$ cat config.mk
export PLATFORM = sky130hd
export DESIGN_NAME = counter_run_ctrl
export DESIGN_NICKNAME = d
export VERILOG_FILES = /design/src/rtl/counter_run_ctrl.sv
export SDC_FILE = /design/constraint.sdc
export NUM_CORES = 1
export LEC_CHECK = 0
export CORE_ASPECT_RATIO = 1.4
export CORE_MARGIN = 4
export CORE_UTILIZATION = 36
export DETAILED_ROUTE_END_ITERATION = 10
export PLACE_DENSITY_LB_ADDON = 0.25
export SLEW_MARGIN = 20
export SYNTH_ARGS = -nofsm -noshare
export SYNTH_HDL_FRONTEND = slang
export SYNTH_SLANG_ARGS = --single-unit
$ cat constraint.sdc
create_clock -name clk -period 4.4 [get_ports clk]
set_input_delay 0.44 -clock clk [delete_from_list [all_inputs] [get_ports clk]]
set_output_delay 0.44 -clock clk [all_outputs]
set_load 0.05 [all_outputs]
$ cat src/rtl/counter_run_ctrl.sv
// rtl/counter_run_ctrl.sv - command sequencer driving load/step strobes of the tt_um_counter core
// Optional COUNTER_RUN_CTRL_AUTO_RELOAD_EN: DONE reloads start_val instead of returning to IDLE.
module counter_run_ctrl #(
  parameter int WIDTH = 4,
  parameter int DIV_W = 4
) (
  input  logic             clk,
  input  logic             rst_n,
  input  logic             ena,
  input  logic             cmd_valid,
  output logic             cmd_ready,
  input  logic [1:0]       cmd_op,
  input  logic [WIDTH-1:0] cmd_arg,
  input  logic [WIDTH-1:0] cnt_value,
  output logic             cnt_load,
  output logic [WIDTH-1:0] cnt_load_val,
  output logic             cnt_step,
  output logic             cnt_up,
  output logic             busy,
  output logic             done,
  output logic [1:0]       state
);

  typedef enum logic [1:0] {
    IDLE = 2'd0,
    LOAD = 2'd1,
    RUN  = 2'd2,
    DONE = 2'd3
  } state_t;

  localparam logic [1:0] OP_SET_LIMIT = 2'd0;
  localparam logic [1:0] OP_SET_DIV   = 2'd1;
  localparam logic [1:0] OP_START     = 2'd2;
  localparam logic [1:0] OP_STOP      = 2'd3;

  state_t             cur;
  state_t             nxt;
  logic [WIDTH-1:0]   limit;
  logic [WIDTH-1:0]   start_val;
  logic [DIV_W-1:0]   div;
  logic [DIV_W-1:0]   presc;
  logic [DIV_W-1:0]   presc_nxt;
  logic               up;
  logic               go;
  logic               accept;
  logic               is_start;
  logic               is_stop;
  logic               step;

  always_comb begin
    go        = ena && rst_n;
    cmd_ready = go && (cur != LOAD);
    accept    = cmd_valid && cmd_ready;
    is_start  = accept && (cmd_op == OP_START);
    is_stop   = accept && (cmd_op == OP_STOP);
    nxt       = cur;
    presc_nxt = presc;
    step      = 1'b0;

    case (cur)
      IDLE: nxt = IDLE;
      LOAD: begin
        nxt       = RUN;
        presc_nxt = '0;
      end
      RUN: begin
        // terminal check beats the prescaler so the counter never overshoots the limit
        if (cnt_value == limit) begin
          nxt = DONE;
        end else if (presc == div) begin
          step      = 1'b1;
          presc_nxt = '0;
        end else begin
          presc_nxt = presc + DIV_W'(1);
        end
      end
      DONE: begin
`ifdef COUNTER_RUN_CTRL_AUTO_RELOAD_EN
        nxt       = LOAD;
        presc_nxt = '0;
`else
        nxt       = IDLE;
`endif
      end
      default: nxt = IDLE;
    endcase

    if (is_start) begin
      nxt       = LOAD;
      presc_nxt = '0;
      step      = 1'b0;
    end else if (is_stop && cur != IDLE) begin
      nxt       = IDLE;
      presc_nxt = '0;
      step      = 1'b0;
    end
  end

  always_ff @(posedge clk) begin
    if (!rst_n) begin
      cur       <= IDLE;
      limit     <= '1;
      div       <= '0;
      presc     <= '0;
      start_val <= '0;
      up        <= 1'b0;
    end else if (ena) begin
      cur   <= nxt;
      presc <= presc_nxt;
      if (accept) begin
        case (cmd_op)
          OP_SET_LIMIT: limit <= cmd_arg;
          OP_SET_DIV:   div   <= cmd_arg[DIV_W-1:0];
          OP_START: begin
            start_val <= cmd_arg;
            up        <= (cmd_arg < limit);
          end
          default: ;
        endcase
      end
    end
  end

  // strobes are decodes of the state register, masked while frozen or in reset
  assign cnt_load     = go && (cur == LOAD);
  assign cnt_step     = go && step;
  assign done         = go && (cur == DONE);
  assign busy         = (cur == LOAD) || (cur == RUN);
  assign cnt_load_val = start_val;
  assign cnt_up       = up;
  assign state        = cur;

endmodule

==> Word level (Yosys, flattened, before mapping) <==
Cells that the tools add are included.
{ "totals": {"register_bits": 19, "out_inout_bits": 12, "elab_cells": 53} }
{ "op_classes": {"n_addsub": 1, "n_lt_le_gt_ge": 1, "n_eq_ne": 11, "mux": 14, "reduce_logical": 20} }
{ "op_table": {"columns": ["operator", "count"], "rows": [
  ["two-way mux 4 bit", 4],
  ["AND reduction 3 bit", 4],
  ["logical AND 1 bit", 9],
  ["equality test 2 bit, second input constant", 4],
  ["equality test 4 bit", 2],
  ["!= test 4 bit, second input constant", 2],
  ["one-hot mux 4 bit (2 select lines)", 1],
  ["two-way mux 2 bit", 3],
  ["one-hot mux 2 bit (3 select lines)", 1],
  ["two-way mux 1 bit", 5],
  ["adder 4 x 1 -> 4 bit, second input constant", 1],
  ["equality test 2 x 1 -> 1 bit, second input constant", 2],
  ["zero test 2 bit", 2],
  ["less-than comparator 4 bit", 1],
  ["nonzero test 4 bit", 1],
  ["!= test 2 x 1 -> 1 bit, second input constant", 1],
  ["AND reduction 2 bit", 1],
  ["nonzero test 2 bit", 1],
  ["OR reduction 2 bit", 1],
  ["logical OR 1 bit", 1]
]} }

==> Depth between registers and ports, before layout <==
Gate-level depths: netlist of the first run.
{ "depth": {"ltp_word": 8, "mapped_depth": 8, "depth_no_buf": 7} }

==> Worst setup path after synthesis of the first run <==
No wires, ideal clock.
{ "synth_timing": {"kind": "register -> output", "from": "reg cur[0] (netlist: state[0])", "to": "out cnt_step", "arrival_time_ns": 2.749, "required_ns": 3.960, "slack_ns": 1.211, "path_stages_with_launch": 5, "path_buffers": 0, "path_cell_list": "dfxtp_1 -> ha_1 -> nand4b_4 -> o21ai_1 -> nor4bb_1"} }
{ "synth_between": {"elab_chain_cells": 8, "word_cells_on_any_way": 12, "classes_between": "eq/ne (2); mux (3); reduce/logical (7)"} }
{ "synth_lines": {"columns": ["item", "line_no", "source"], "rows": [
  ["from (decl)", "36", "state_t cur;"],
  ["from (signal assigned)", "108", "cur <= nxt;"],
  ["!= test 2 x 1 -> 1 bit", "52", "cmd_ready = go && (cur != LOAD);"],
  ["logical AND 1 bit", "52", null],
  ["logical AND 1 bit", "53", "accept = cmd_valid && cmd_ready;"],
  ["logical AND 1 bit", "55", "is_stop = accept && (cmd_op == OP_STOP);"],
  ["logical AND 1 bit", "92", "end else if (is_stop && cur != IDLE) begin"],
  ["two-way mux 1 bit", "92", null],
  ["two-way mux 1 bit *", "88", "if (is_start) begin"],
  ["logical AND 1 bit *", "126", "assign cnt_step = go && step;"],
  ["to (decl)", "17", "output logic cnt_step,"]
]} }
Mark *: on every way between the ends. The rest lies on a longest branch, timed or not.

==> Final worst setup path of the first run <==
{ "layout_timing": {"from": "in rst_n", "to": "out cnt_step"} }
{ "layout_between": {"elab_chain_cells": 8, "word_cells_on_any_way": 9, "classes_between": "mux (2); reduce/logical (7)"} }
{ "layout_lines": {"columns": ["item", "line_no", "source"], "rows": [
  ["from (decl)", "8", "input logic rst_n,"],
  ["logical AND 1 bit *", "51", "go = ena && rst_n;"],
  ["logical AND 1 bit", "52", null],
  ["logical AND 1 bit", "53", null],
  ["logical AND 1 bit", "55", null],
  ["logical AND 1 bit", "92", null],
  ["two-way mux 1 bit", "92", null],
  ["two-way mux 1 bit", "88", null],
  ["logical AND 1 bit *", "126", null]
]} }
Marks and branches as above.

==> summary.txt, run 1 <==
Setup path
  – Worst setup path class: in2out
  – Critical Path AT: 2660 ps
  – Slowest stage delay, CP: 850 ps
  – CP Capture Type: output pin
  – Slowest library cell on the worst path: clkdlybuf4s50_1
  – Crit path max-delay family: buffers and inverters
  – CP Launch Type: primary input
  – Crit-path cells: clkdlybuf4s50_1 > nand4b_4 > o21ai_1 > nor4bb_1 > clkdlybuf4s50_1
  – CP dominant cell by count: clkdlybuf4s50_1
  – CP Buf/Inv Count: 2
  – Required @ worst endpoint: 3960 ps
  – Max FO, Critical Path: 13

Drt
  – DR WL/cell: 12.8 microns
  – Total Wirelength: 2390 microns
  – First DRT Iteration DRCs: 16
  – DRC Markers: 0
  – Vias per cell: 5.00
  – Final ANT Viol Nets: 0
  – Vias: 935
  – Drt first pass iters: 4

Logic synthesis
  – Cell Area, Synth: 0.00109 sq mm
  – Yosys warning count: 0
  – #FFs+latches synth: 19
  – Post-synthesis cell count: 124
  – Synth top area share: 34.8%
  – Yosys top cell by area: dfxtp_1
  – Post-synthesis sequential area ratio: 34.8%
  – Synthesized Nets: 147
  – Ranking of synthesized cells by area: dfxtp_1, ha_1, nand2_1, mux2i_1, nor2_1
  – Netlist cell types: 36
  – Syn Area/Cell: 8.82 sq um

Clock network
  – Cts bufs inserted: 3
  – H-tree depth: 1
  – CTS Buffer Depth: 2
  – CTS tree: done
  – Clk pin slew, worst setup/hold paths: 70 ps
  – Count of hold-fix buffers inserted at cts: 0
  – Post-CTS Setup Bufs: 0
  – CTS resizes: 0
  – Worst skew pair latency: 250 ps
  – Clock sink count: 19
  – CTS Root Cell: clkbuf_8

Placed design
  – Dpl ws: 1310 ps
  – Input/output buffers: 25
  – DP HPWL: 1950 microns
  – Final GP Congestion: 0.811

STA
  – Final period util: 70.4%
  – Final hold violations: 0
  – RSZ-0062 raised after global routing: no
  – Relative slew slack: 52.0%
  – Max-slew violation count: 0
  – Final setup viols: 0
  – Worst Max-Slew Pin Slew: 715 ps
  – Post-Route Setup TNS: 0 ps
  – Slack of the critical path: 1300 ps
  – Fin crit period: 3100 ps
  – Setup Skew: 5.10 ps
  – Fmax: 323 MHz

Power and ir drop
  – LEAKAGE: 0.591 nW
  – Pwr Density: 266 mW/mm^2
  – Worst vdd ir: 0.000169 V

Global routing
  – Vias in the first global route: 964
  – GRT Util Overall: 13.3%
  – Initial antenna violation count: 0
  – Global-route wire length before repair: 4000 microns
  – Largest net degree at the start of global routing: 14
  – GRT overflow: 0

Layout
  – Fraction of layout cells with a size suffix above 1: 6.00%
  – Nets: 174
  – Area grow syn2layout: 29.5%
  – Antenna Cells: 0
  – Filler cells: 281

Floorplanning
  – Area of the core: 0.00288 sq mm
  – I/O pins: 26
  – Site Rows: 23
  – Initial Util: 38.0%
  – Die ar.: 0.00400 sq mm
  – Chip width: 54.6 microns
  – Die Ht: 73.2 microns

Min path
  – Hold WC Path Type: reg2reg

Run
  – Max-cap violations: 0

Outcome
  – Run status: finished, final reports clean
worst paths after layout:
| kind | from | slack (ps) | cells past startpoint | end |
|---|---|---|---|---|
| worst min register to register | cnt_load_val[1]$_SDFFE_PN0P_ | 460 | 2 | cnt_load_val[1]$_SDFFE_PN0P_ |
| worst max-delay path | rst_n | 1300 | 5 | cnt_step |
| worst min-delay path | cnt_load_val[1]$_SDFFE_PN0P_ | 460 | 2 | cnt_load_val[1]$_SDFFE_PN0P_ |
| worst max register to register | state[1]$_SDFFE_PN0P_ | 2350 | 7 | cnt_up$_SDFFE_PN0P_ |
report_power, final:
group,total [mW],switching [mW],internal (mW)
clock network,0.120,0.0554,0.0643
registers,0.178,0.00280,0.175
logic,0.0786,0.0440,0.0347
worst reg2reg max path, cell delays in order, from the launching register on:
cell and delay [ps]:
dfxtp_1 410, inv_1 100, ha_1 230, nand4b_4 220
or2_1 270, or2_1 300, a211o_1 310, a21oi_2 130
cells in the mapped netlist:
library cell and n:
buf_6 1, a31o_2 1, a21o_1 2, nor3_1 2, o221a_2 1, a21boi_0 2, o311a_1 1, nand4b_4 1
clkbuf_1 2, a211o_1 1, nand3_1 2, o211ai_1 3, and3_1 2, o32ai_1 1, dfxtp_1 19, nor2_1 10
or2_1 3, ha_1 9, o21a_1 1, a21oi_2 1, nand2_1 19, nor3b_2 1, nor4_1 1, o22ai_1 1
inv_1 9, a21oi_1 5, nand2b_1 3, xnor2_1 4, mux2_1 1, nor4bb_1 1, nand4_1 1, mux2i_1 6
a21bo_2 1, xor2_1 4, or3_1 1, o21ai_1 1
per-stage QoR:
| step | util (%) | power, mW | instances | area (sq um) | hold WS, ps |
|---|---|---|---|---|---|
| 5_1_grt | 49.2 | 0.394 | 187 | 1420 | 499 |
| 3_3_place_gp | 47.7 | 0.260 | 183 | 1370 | 446 |
| 3_5_place_dp | 47.7 | 0.261 | 183 | 1370 | 449 |
| 6_report | 49.2 | 0.376 | 187 | 1420 | 461 |
| 2_1_floorplan | - | 0.230 | 124 | 1090 | 468 |
| 4_1_cts | 49.2 | 0.382 | 187 | 1420 | 462 |
sequential cells by signal (all words and copies together), names as in the netlist:
name          flops
presc             4
cnt_load_val      4
state             2
limit             4
cnt_up            1
div               4
cell usage in the layout (no fill, tap or decap), types with 2 or more instances in the layout:
cell             count
a21oi_1              5
xor2_1               4
a21o_1               2
dfxtp_1             19
nand3_1              2
nand2_1             19
nor2_1              10
o211ai_1             3
clkdlybuf4s50_1     25
and3_1               2
inv_1                9
xnor2_1              4
or2_1                3
nor3_1               2
a21boi_0             2
mux2i_1              6
clkbuf_8             3
nand2b_1             3
ha_1                 9
layer usage:
metal  vias to the layer above  global-route usage (%)  wire [microns]
met5                         -                       0               0
met4                         0                    4.16               0
met3                         0                    2.04              97
met2                        22                    23.7            1230
met1                       435                    15.7            1060
li1                        478                       -               -
cells by family after synthesis:
| kind of cell | count (synthesis) | synth area share [%] |
|---|---|---|
| simple gates | 47 | 22.3 |
| fa+ha+maj | 9 | 10.3 |
| xor+xnor | 8 | 6.41 |
| compound gates | 22 | 14.9 |
| mux | 7 | 6.52 |
| flops | 19 | 34.8 |
| buf+inv | 12 | 4.81 |
cell type report:
cell class,count,area (sq um),share of cell area [%]
well taps,37,46.3,3.27
inverters,9,33.8,2.39
multi-input cells,93,661,46.6
repair buffers,25,250,17.7
flip-flops and latches,19,380,26.9
clock buffers,4,45.0,3.18
No activity file was read; power rests on OpenSTA's default activity.
==> run 2, diff against run 1 <==
Clock period 4.4 ns to 3.1 ns, I/O delays scaled along.
==> summary.txt, run 2 (same netlist as run 1, synthesis figures left out) <==
Layout
  – Nets: 175 (+0.57%)
  – Commonest non-fill, non-tap cell in the layout: clkdlybuf4s50_1
  – Area grow syn2layout: 30.2%
  – Most frequent cells in the layout: clkdlybuf4s50_1, nand2_1, dfxtp_1, nor2_1
  – Final Cell Area: 0.00142 sq mm (+0.53%)
  – Fraction of layout cells with a size suffix above 1: 6.62% (+0.62 points)
  – Antenna Cells: 0 (unchanged)
  – Core Util, Final: 49.5% (+0.26 points)

Floorplanning
  – I/O pins: 26 (unchanged)
  – Die ar.: 0.00400 sq mm (unchanged)
  – Initial Util: 38.0% (unchanged)
  – Chip width: 54.6 microns (unchanged)
  – Die Ht: 73.2 microns (unchanged)
  – Area of the core: 0.00288 sq mm (unchanged)
  – Site Rows: 23 (unchanged)

Min path
  – Hold WC Path Type: reg2reg

Setup path
  – CP Capture Type: output pin
  – Worst setup path class: reg2out
  – Crit-path cells: inv_1 > ha_1 > nand4b_4 > o21ai_1 > nor4bb_1 > clkdlybuf4s50_1
  – Slowest library cell on the worst path: clkdlybuf4s50_1
  – Slowest stage delay, CP: 860 ps (about the same)
  – Max FO, Critical Path: 6 (-7)
  – Critical Path AT: 2460 ps (-200 ps)
  – Required @ worst endpoint: 2790 ps (-1170 ps)
  – CP Launch Type: flip-flop

STA
  – Worst Max-Slew Pin Slew: 721 ps (+6.52 ps)
  – Fmax: 361 MHz
  – Final hold violations: 0 (unchanged)
  – Final setup viols: 0 (unchanged)
  – Fin crit period: 2770 ps
  – Post-Route Setup TNS: 0 ps (unchanged)
  – Final period util: 89.4%
  – Max-slew violation count: 0 (unchanged)
  – Final hold slack: 462 ps (+0.914 ps)
  – Relative slew slack: 51.5% (-0.44 points)
  – RSZ-0062 raised after global routing: no
  – Setup Skew: 1.86 ps (-3.23 ps)

Drt
  – First DRT Iteration DRCs: 11 (-5)
  – Vias per cell: 5.09 (+1.7%)
  – DR WL/cell: 13.1 microns (+2.6%)
  – Drt first pass iters: 4 (unchanged)
  – DRC Markers: 0 (unchanged)
  – Final ANT Viol Nets: 0 (unchanged)
  – Met2 wire length: 1180 microns (-3.5%)
  – Met3 wire len: 146 microns (+51%)
  – Vias: 956 (+2.2%)
  – Top Layer Used: met4
  – Total Wirelength: 2460 microns (+3.1%)
  – Met1 WL: 1050 microns (-1.3%)

Clock network
  – CTS resizes: 0 (unchanged)
  – Worst skew pair latency: 260 ps (about the same)
  – Post-CTS Setup Bufs: 0 (unchanged)
  – Clk pin slew, worst setup/hold paths: 70 ps (about the same)
  – H-tree depth: 1 (unchanged)
  – CTS tree: done
  – Cts bufs inserted: 3 (unchanged)
  – CTS Root Cell: clkbuf_8
  – CTS Buffer Depth: 2 (unchanged)
  – Count of hold-fix buffers inserted at cts: 0 (unchanged)
  – Clock sink count: 19 (unchanged)

Run
  – Max-cap violations: 0 (unchanged)

Power and ir drop
  – LEAKAGE: 0.596 nW (+0.81%)
  – Worst vdd ir: 0.000263 V (+55%)
  – Pwr Density: 378 mW/mm^2 (+42%)
  – Tot Pwr: 538 uW (+43%)

Global routing
  – Global-route wire length before repair: 4080 microns (+2.2%)
  – GRT Util Overall: 14.3% (+0.91 points)
  – GRT overflow: 0 (unchanged)
  – Vias in the first global route: 946 (-1.9%)
  – Initial antenna violation count: 0 (unchanged)
  – Largest net degree at the start of global routing: 14 (unchanged)

Placed design
  – Input/output buffers: 25 (unchanged)
  – Placed Area: 0.00138 sq mm (+0.55%)
  – Final GP Congestion: 0.820 (+1.2%)
  – DP HPWL: 1950 microns (-0.49%)

Outcome
  – Run status: finished, final reports clean
==> run 2: changes by cell type in the layout (fill, tap and decap cells not counted) <==
cell and change:
buf_4 +1
==> run 2: where the power goes <==
group	switching (mW)	internal [mW]	leakage (nW)
clock network	0.0815	0.0915	0.0228
registers	0.00395	0.249	0.154
logic	0.0625	0.0500	0.419
==> run 2: layer usage <==
layer / vias to the layer above / GRT usage (%)
met3: 7 / 2.45
li1: 478 / -
met5: - / 0
met1: 442 / 16.1
met2: 29 / 23.6
met4: 0 / 9.14
==> run 2: critical path, delay by kind of cell (launching register included) <==
kind | cells | cell delay [ps]
buffers and inverters | 2 | 970
and+or+nand+nor | 2 | 520
DFF | 1 | 350
adders and majority gates | 1 | 230
AOI/OAI and AO/OA | 1 | 130
==> run 2: final cells by class <==
class | instances | area (sq um)
Tap cell | 37 | 46.3
Multi-Input combinational cell | 93 | 661
Sequential cell | 19 | 380
Fill cell | 285 | 1450
Inverter | 9 | 33.8
Clock buffer | 4 | 45.0
Timing Repair Buffer | 26 | 258
==> run 2: through the flow <==
| step | cells | setup WS [ps] |
|---|---|---|
| 6_report | 188 | 329 |
| 5_1_grt | 188 | 113 |
| 4_1_cts | 188 | 302 |
| 3_5_place_dp | 184 | 445 |
| 3_3_place_gp | 184 | 523 |
| 2_1_floorplan | 124 | 41.0 |
==> run 2: final timing paths <==
path / start / end / slack [ps] / depth (start not counted)
worst min-delay path: cnt_load_val[1]$_SDFFE_PN0P_ / cnt_load_val[1]$_SDFFE_PN0P_ / 460 / 2
worst max-delay path: state[1]$_SDFFE_PN0P_ / cnt_step / 330 / 6
worst max register to register: state[1]$_SDFFE_PN0P_ / cnt_up$_SDFFE_PN0P_ / 1070 / 7
worst min register to register: cnt_load_val[1]$_SDFFE_PN0P_ / cnt_load_val[1]$_SDFFE_PN0P_ / 460 / 2
==> run 3, diff against run 2 <==
Settings changed: CTS_CLUSTER_SIZE set to 14, SKIP_CTS_REPAIR_TIMING set to 1.
==> results of run 3 <==
The final DEF is identical to that of run 2; final timing and power are the same.
